### config.mk
export PLATFORM = sky130hd
export DESIGN_NAME = plru_tree_array
export DESIGN_NICKNAME = d
export VERILOG_FILES = /design/src/rtl/plru_pkg.sv /design/src/rtl/plru_tree_logic.sv /design/src/rtl/plru_tree_array.sv
export SDC_FILE = /design/constraint.sdc
export NUM_CORES = 1
export LEC_CHECK = 0
export ABC_AREA = 0
export CAP_MARGIN = 25
export CELL_PAD_IN_SITES_DETAIL_PLACEMENT = 0
export CELL_PAD_IN_SITES_GLOBAL_PLACEMENT = 2
export CORE_MARGIN = 8
export CORE_UTILIZATION = 35
export CTS_CLUSTER_DIAMETER = 100
export DETAILED_ROUTE_END_ITERATION = 8
export GPL_TIMING_DRIVEN = 0
export PLACE_DENSITY = 0.8
export SETUP_SLACK_MARGIN = 0.3
export SYNTH_ARGS = -nofsm -noshare
export SYNTH_HDL_FRONTEND = slang
export SYNTH_SLANG_ARGS = --single-unit
### constraint.sdc
create_clock -name clk0 -period 2.1 [get_ports clk0]
set_input_delay 0.315 -clock clk0 [delete_from_list [all_inputs] [get_ports clk0]]
set_output_delay 0.315 -clock clk0 [all_outputs]
set_load 0.05 [all_outputs]
### src/rtl/plru_pkg.sv
// Shared types and sizing helpers for the tree pseudo-LRU state store.
// Default-build typedefs follow DEF_WAYS / DEF_S_INDEX.
package plru_pkg;

   localparam int DEF_WAYS    = 4;
   localparam int DEF_S_INDEX = 4;

   // A binary tree over WAYS leaves has WAYS-1 internal nodes.
   function automatic int tree_width(input int ways);
      return ways - 1;
   endfunction

   typedef logic [tree_width(DEF_WAYS)-1:0] plru_tree_t;
   typedef logic [DEF_WAYS-1:0]             plru_valid_t;
   typedef logic [$clog2(DEF_WAYS)-1:0]     plru_way_t;

endpackage

### src/rtl/plru_tree_logic.sv
// Combinational PLRU tree update (touch path) and victim selection for one set.
// Node n sits at level clog2(n+2)-1; children 2n+1 (lower half) and 2n+2 (upper half).
module plru_tree_logic #(
   parameter int WAYS = 4
) (
   input  logic [WAYS-2:0]         tree,
   input  logic [WAYS-1:0]         valid,
   input  logic [$clog2(WAYS)-1:0] touch_way,
   output logic [WAYS-2:0]         next_tree,
   output logic [$clog2(WAYS)-1:0] victim_way,
   output logic                    victim_inv
);

   localparam int LEVELS = $clog2(WAYS);
   localparam int WAY_W  = $clog2(WAYS);

   // A node is on the touched path when the way's top LVL bits select it; it then points away.
   for (genvar n = 0; n < WAYS - 1; n++) begin : g_node
      localparam int LVL = $clog2(n + 2) - 1;
      localparam int POS = n + 1 - (1 << LVL);
      logic on_path;
      assign on_path      = ((int'(touch_way) >> (LEVELS - LVL)) == POS);
      assign next_tree[n] = on_path ? ~touch_way[LEVELS-1-LVL] : tree[n];
   end

   // Way w is the tree victim when every node on its path points toward it.
   logic [WAYS-1:0] tree_hit;
   for (genvar w = 0; w < WAYS; w++) begin : g_way
      logic [LEVELS-1:0] match;
      for (genvar l = 0; l < LEVELS; l++) begin : g_lvl
         localparam int NODE = (1 << l) - 1 + (w >> (LEVELS - l));
         localparam bit DIR  = ((w >> (LEVELS - 1 - l)) & 1) == 1;
         assign match[l] = (tree[NODE] == DIR);
      end
      assign tree_hit[w] = &match;
   end

   logic [WAY_W-1:0] tree_way;
   logic [WAY_W-1:0] first_inv;

   always_comb begin
      tree_way  = '0;
      first_inv = '0;
      for (int w = WAYS - 1; w >= 0; w--) begin
         if (tree_hit[w]) tree_way = w[WAY_W-1:0];
         if (!valid[w])   first_inv = w[WAY_W-1:0];
      end
   end

   assign victim_inv = ~&valid;
   assign victim_way = victim_inv ? first_inv : tree_way;

endmodule

### src/rtl/plru_tree_array.sv
// Per-set tree PLRU + valid store with touch/invalidate ports and a combinational victim query.
// Optional build macro PLRU_BYPASS_EN forwards same-cycle updates to the query outputs.
module plru_tree_array
   import plru_pkg::*;
#(
   parameter int S_INDEX = DEF_S_INDEX,
   parameter int WAYS    = DEF_WAYS
) (
   input  logic                    clk0,
   input  logic                    rst0_n,
   input  logic                    touch_valid,
   input  logic [S_INDEX-1:0]      touch_set,
   input  logic [$clog2(WAYS)-1:0] touch_way,
   input  logic                    inv_valid,
   input  logic [S_INDEX-1:0]      inv_set,
   input  logic [$clog2(WAYS)-1:0] inv_way,
   input  logic [S_INDEX-1:0]      query_set,
   output logic [$clog2(WAYS)-1:0] victim_way,
   output logic                    victim_inv,
   output logic                    set_full
);

   localparam int NUM_SETS = 2 ** S_INDEX;
   localparam int TREE_W   = tree_width(WAYS);
   localparam int WAY_W    = $clog2(WAYS);

   // No handshake: touch and invalidate are accepted on every posedge their valid is high.
   logic [TREE_W-1:0] tree_q  [NUM_SETS];
   logic [WAYS-1:0]   valid_q [NUM_SETS];

   logic [TREE_W-1:0] upd_next_tree;
   logic [WAY_W-1:0]  unused_upd_way;
   logic              unused_upd_inv;

   plru_tree_logic #(.WAYS(WAYS)) u_update (
      .tree       (tree_q[touch_set]),
      .valid      (valid_q[touch_set]),
      .touch_way  (touch_way),
      .next_tree  (upd_next_tree),
      .victim_way (unused_upd_way),
      .victim_inv (unused_upd_inv)
   );

   logic [TREE_W-1:0] q_tree;
   logic [WAYS-1:0]   q_valid;

`ifdef PLRU_BYPASS_EN
   // Touch is applied after invalidate so a same-way collision leaves the way valid.
   always_comb begin
      q_tree  = tree_q[query_set];
      q_valid = valid_q[query_set];
      if (inv_valid && inv_set == query_set) q_valid[inv_way] = 1'b0;
      if (touch_valid && touch_set == query_set) begin
         q_tree             = upd_next_tree;
         q_valid[touch_way] = 1'b1;
      end
   end
`else
   assign q_tree  = tree_q[query_set];
   assign q_valid = valid_q[query_set];
`endif

   logic [TREE_W-1:0] unused_q_next;
   logic [WAY_W-1:0]  q_way;
   logic              q_inv;

   plru_tree_logic #(.WAYS(WAYS)) u_query (
      .tree       (q_tree),
      .valid      (q_valid),
      .touch_way  ('0),
      .next_tree  (unused_q_next),
      .victim_way (q_way),
      .victim_inv (q_inv)
   );

   // Reset presents the cleared-state answer even before the first reset edge lands.
   assign victim_way = rst0_n ? q_way : '0;
   assign victim_inv = rst0_n ? q_inv : 1'b1;
   assign set_full   = rst0_n & (&q_valid);

   always_ff @(posedge clk0) begin
      if (!rst0_n) begin
         for (int s = 0; s < NUM_SETS; s++) begin
            tree_q[s]  <= '0;
            valid_q[s] <= '0;
         end
      end else begin
         if (inv_valid) valid_q[inv_set][inv_way] <= 1'b0;
         if (touch_valid) begin
            tree_q[touch_set]             <= upd_next_tree;
            valid_q[touch_set][touch_way] <= 1'b1;
         end
      end
   end

endmodule

### Word-level counts from Yosys, hierarchy flattened

Memories as Yosys holds them, arrays and structs flattened.
Cells that the tools add are included.

| operators by class | value |
|---|---|
| $lt $le $gt $ge | 4 |
| equality and inequality tests | 2 |
| muxes and demuxes | 34 |
| bitwise logic cells | 6 |
| reduce and logical (&&, ||, !) cells | 14 |

Operators with widths:

| cell | count |
|---|---|
| $mux 4 | 9 |
| $logic_not 32->1 | 1 |
| $mux 2 | 10 |
| $reduce_and 2->1 | 6 |
| $mux 1 | 11 |
| $reduce_or 4->1 | 2 |
| $lt 2x3->1 const B | 2 |
| $mux 3 | 2 |
| $not 1->1 | 5 |
| $demux 1 s2 | 2 |
| $ge 2x1->1 const B | 2 |
| $reduce_and 4->1 | 1 |
| $reduce_or 3->1 | 1 |
| $logic_and 1x1->1 | 2 |
| $ne 1x1->1 const B | 2 |
| $and 1x1->1 | 1 |
| $logic_not 1->1 | 1 |

| storage, ports and cells | value |
|---|---|
| register bits after elaboration | 0 |
| RAM bits | 112 |
| logic and storage cells | 62 |
| memories | 2 |

Memories:

| name | depth | width | read ports | clocked after memory_dff | wr ports | RTL line | text |
|---|---|---|---|---|---|---|---|
| valid_q | 16 | 4 | 1 | 0 | 16 | plru_tree_array.sv:29 | `logic [WAYS-1:0] valid_q [NUM_SETS];` |
| tree_q | 16 | 3 | 1 | 0 | 16 | plru_tree_array.sv:28 | `logic [TREE_W-1:0] tree_q [NUM_SETS];` |

### Depth between registers and ports, before layout

An unclocked memory read counts as a cell.

| logic depth | value |
|---|---|
| depth after elaboration | 8 |
| gate-level depth with buffers | 7 |
| gate-level depth less buffers | 6 |

### Cells and area by module

From an unflattened synthesis, not the netlist that was laid out.

| unflattened totals | value |
|---|---|
| cells, all modules | 577 |
| area, all modules | 6528.8 sq um |

By module, submodules not included:

| module | instances | cells an instance | area an instance (sq um) |
|---|---|---|---|
| plru_tree_array | 1 | 551 | 6383.6 |
| plru_tree_logic | 2 | 13 | 72.6 |

### Worst setup path before layout

OpenSTA, ideal clock, no wires.

| timing path | value |
|---|---|
| path kind | input to output |
| from | in query_set[0] |
| to | out victim_way[0] |
| data arrival time | 2.942 ns |
| data required time | 1.785 ns |
| path slack | -1.157 ns |
| stages | 7 |
| cells stage by stage | buf_6 > buf_6 > mux4_2 > mux2i_1 > mux2i_1 > mux2i_1 > a311oi_1 |

| on the way | value |
|---|---|
| cells in the longest elaborated chain, start to end | 8 |
| elaborated cells between the ends (all ways) | 20 |

Ends and longest elaborated chain:

| item | RTL line | text |
|---|---|---|
| start: declaration | plru_tree_array.sv:17 | `input logic [S_INDEX-1:0] query_set,` |
| $mem_v2 16x3 | n/a |  |
| $reduce_and 2->1 or $not 1->1 (tied branches) | plru_tree_logic.sv:35, plru_tree_logic.sv:33 |  |
| $mux 2 or $reduce_and 2->1 (tied branches) | plru_tree_logic.sv:45, plru_tree_logic.sv:35 |  |
| $mux 2 (3 in a row) | plru_tree_logic.sv:45 | `if (tree_hit[w]) tree_way = w[WAY_W-1:0];` |
| $mux 2 * | plru_tree_logic.sv:51 | `assign victim_way = victim_inv ? first_inv : tree_way;` |
| $mux 2 * | plru_tree_array.sv:77 | `assign victim_way = rst0_n ? q_way : '0;` |
| end: declaration | plru_tree_array.sv:18 | `output logic [$clog2(WAYS)-1:0] victim_way,` |

Mark *: on every way between the ends. The rest lies on a longest branch, timed or not.

### Final worst setup path

| timing path | value |
|---|---|
| from | mem tree_q[6][0] (netlist name) |
| to | out victim_way[0] |

| on the way | value |
|---|---|
| cells in the longest elaborated chain, start to end | 8 |
| elaborated cells between the ends (all ways) | 12 |

Ends and longest elaborated chain:

| item | RTL line | text |
|---|---|---|
| start: declaration | plru_tree_array.sv:28 |  |
| $mem_v2 16x3 * | n/a |  |
| $reduce_and 2->1 | plru_tree_logic.sv:35 | `assign tree_hit[w] = &match;` |
| $mux 2 (3 in a row) | plru_tree_logic.sv:45 |  |
| $mux 2 * | plru_tree_logic.sv:45 |  |
| $mux 2 * | plru_tree_logic.sv:51 |  |
| $mux 2 * | plru_tree_array.sv:77 |  |

Marked as above.

==> impl_results.md <==
- Status: complete, but fails checks
- Failing checks: negative setup slack
- Antenna violations before repair: 1
- Total wire length: between 20 and 25 mm
- Final setup vio count: 4
- GP Congestion: slightly below 0.9
- Routed Antenna Nets: 0
- Post-synth EDFFs: between 40 and 50
- Seq/Total Area, Yosys: 48.8%
- PwrDens: 658 nW/um^2
- Synth warnings: 0
- Reg power frac: 50.5%
- Worst slew pin tran: 0.716 ns
- Full die area: 20300 sq um
- Fraction of layout cells with a size suffix above 1: 23.9%
- Final count of hold timing violations: 0
- Total I/O pin count: 24
- Crit path capture type: output pin
- Post-Synthesis Cells: between 500 and 600
- Final Critical Period: between 2 and 3 ns
- Post-cts hold buffer count: 0
- DP Wirelength: 14.8 mm
- GRT Resource Usage Total: 20.6%
- Combinational Power Share: approximately an eighth
- Largest family of logic cells by synthesized area: simple AND/OR/NAND/NOR gates
- Root Driver: clkbuf_16
- Die Span Y: about 140 microns
- First-pass detailed-route iteration total: 5
- Nets: around 650
- Commonest non-fill, non-tap cell in the layout: nand2_1
- Clk_lat worst skew: between 0.3 and 0.4 ns
- Synth Area in Adders: 0%
- Switching power: 1.17 mW
- Setup TNS: -1.84 ns
- Clock slew at reported path FFs: 0.07 ns
- P_int: about 3.5 mW
- Setup CP Type: flop to output pin
- Max Cap Violations: 0
- Yosys reg bits: 112
- Clk pwr share: between 30% and 40%
- Area share of the largest cell type after synthesis: between 20% and 30%
- FMAX: 367 MHz
- Ant diodes: 0
- WP data required: approximately 1.8 ns
- Leading cell types in the layout, fill and taps excluded: nand2_1 (106), dfxtp_1 (62), o21ai_0 (49), edfxtp_1 (48), nor2_1 (44)
- Tcrit/Tclk final: 130%
- CTS Sinks: 112
- Cell variety after synth: 31
- Die W: 142 microns
- Area contributors post-synth: edfxtp_1 (26%), dfxtp_1 (23%), mux4_2 (12%)
- Synth Area in Simple Gates: approximately a fifth
- DRC: 0
- Mapped cell area: 5580 sq um
- Yosys top cell by area: edfxtp_1
- Post-route cell area: 7050 sq um
- Ys flop type: dfxtp_1
- TritonCTS clock tree: yes
- Drt wl/cell: 24.2 microns
- Area grow syn2layout: 26.3%
- RSZ-0062 raised after global routing: true
- Grt ovf: 0
- First DRT Iteration DRCs: about 540
- IO Port Bufs: 19
- Vias in the first global route: 4857
- CP Launch Type: flop
- Peak supply drop: 0.000425 V
- Clock tree buffer depth: 2
- Max_slew headroom: 52.3%
- CTS Buf Count: 9
- Ys async rst share: 0%
- Largest net degree at the start of global routing: 17
- Core footprint: 15700 sq um
- Avg Inst Size Synth: a little under 10 sq um
- Initial Util: 35.5%
- Clk_skew: 0 ns
- Syn_nets: 592
- Max Slew Vio Count: 0
- Setup WS pre-CTS: -2.15 ns
- Crit path DAT: 2.41 ns
- Placement Cell Area: 6110 sq um
- Post-Synth XOR/XNOR Area: 0%
- Placement Rows: 46
- Compound-Gate Fraction of Synth Area: 12.4%
- CP Max Fanout: 2
- Switching Share: 25.3%
- Mux contribution to synthesized area: between 10 and 15%
- Lkg Pwr: around 2.5 nW
- Tightest Hold Check Type: flop to flop
- Via count: 4956
- Global-route wire length before repair: 30.3 mm
- Setup WS post-layout: -0.628 ns
- Final Power: 4.64 mW
- Detailed-route vias per instance: between 5 and 6
- H-tree levels: 3
==> final timing paths <==
kind,startpoint,to,slack (ns),cells after the start
worst max register to register,valid_q[14][0]$_DFF_P_,valid_q[14][0]$_DFF_P_,1.43,2
worst min-delay path,valid_q[8][3]$_DFF_P_,valid_q[8][3]$_DFF_P_,0.48,2
worst max-delay path,tree_q[6][0]$_SDFFCE_PN0P_,victim_way[0],-0.63,6
worst min register to register,valid_q[8][3]$_DFF_P_,valid_q[8][3]$_DFF_P_,0.48,2
==> power groups by stage <==
stage / clock network (mW) / logic, mW / registers [mW]
after global routing: 1.80 / 0.609 / 2.35
after CTS: 1.72 / 0.518 / 2.34
after detailed placement: 0 / 0.452 / 2.39
after floorplan: 0 / 0.285 / 2.38
final: 1.72 / 0.573 / 2.34
after global placement: 0 / 0.452 / 2.39
==> cells in the mapped netlist, drive strengths merged (7+ instances only) <==
master and count:
buf 15, nand2b 7, o211ai 32, edfxtp 48
nand2 107, mux4 30, mux2i 9, nand4 7
clkbuf 31, nor3 8, dfxtp 64, o21ai 49
nor2 50, nand3 41, or3 14, inv 19
nor2b 8, a32o 15
==> flip-flops by register name (all words and copies together), names as in the netlist <==
name / cells
tree_q: 48
valid_q: 64
==> stage by stage <==
| stage | instances | hold WS [ns] | utilization, % |
|---|---|---|---|
| final | 853 | 0.478 | 44.9 |
| after global routing | 853 | 0.495 | 44.9 |
| after CTS | 836 | 0.479 | 43.0 |
| after detailed placement | 807 | 0.462 | 38.9 |
| after global placement | 807 | 0.452 | 38.9 |
| after floorplan | 572 | 0.438 | - |
==> critical path, stage by stage, from the launching register on <==
cell and delay [ns]:
edfxtp_1 0.37, mux4_2 0.51, mux2i_4 0.24, mux2i_4 0.33
mux2i_4 0.12, a311oi_4 0.29, buf_6 0.20
==> metal layers <==
metal	vias to the layer above	global-route usage [%]	share of wire (%)
li1	2204	-	-
met1	2467	26.0	41
met2	231	32.4	46
met3	52	6.98	9.3
met4	2	7.21	3.7
met5	-	0	0.063
==> cell type report <==
class                   count  area (sq um)
fillers                  1508          8660
well taps                 216           270
plain buffers              46           298
flip-flops and latches    112          2730
repair buffers             49           475
multi-input cells         394          2920
inverters                  20          80.1
clock buffers              11           233
clock inverters             5          47.5
==> logic make-up (layout without fill, tap and decap cells) <==
kind of cell    after synthesis  in the layout
simple gates                251            251
flops                       112            112
compound gates              103            103
buf+inv                      66            131
mux                          40             40
==> what timing repair did <==
| item | 4_1_cts | 5_1_grt |
|---|---|---|
| gates cloned | 0 | 1 |
| buffers inserted | 13 | 16 |
| setup endpoints to repair | 158 | 77 |
| gates resized for setup | 106 | 47 |
| pin swaps | 10 | 7 |
Power figures use the tool's default switching activity.
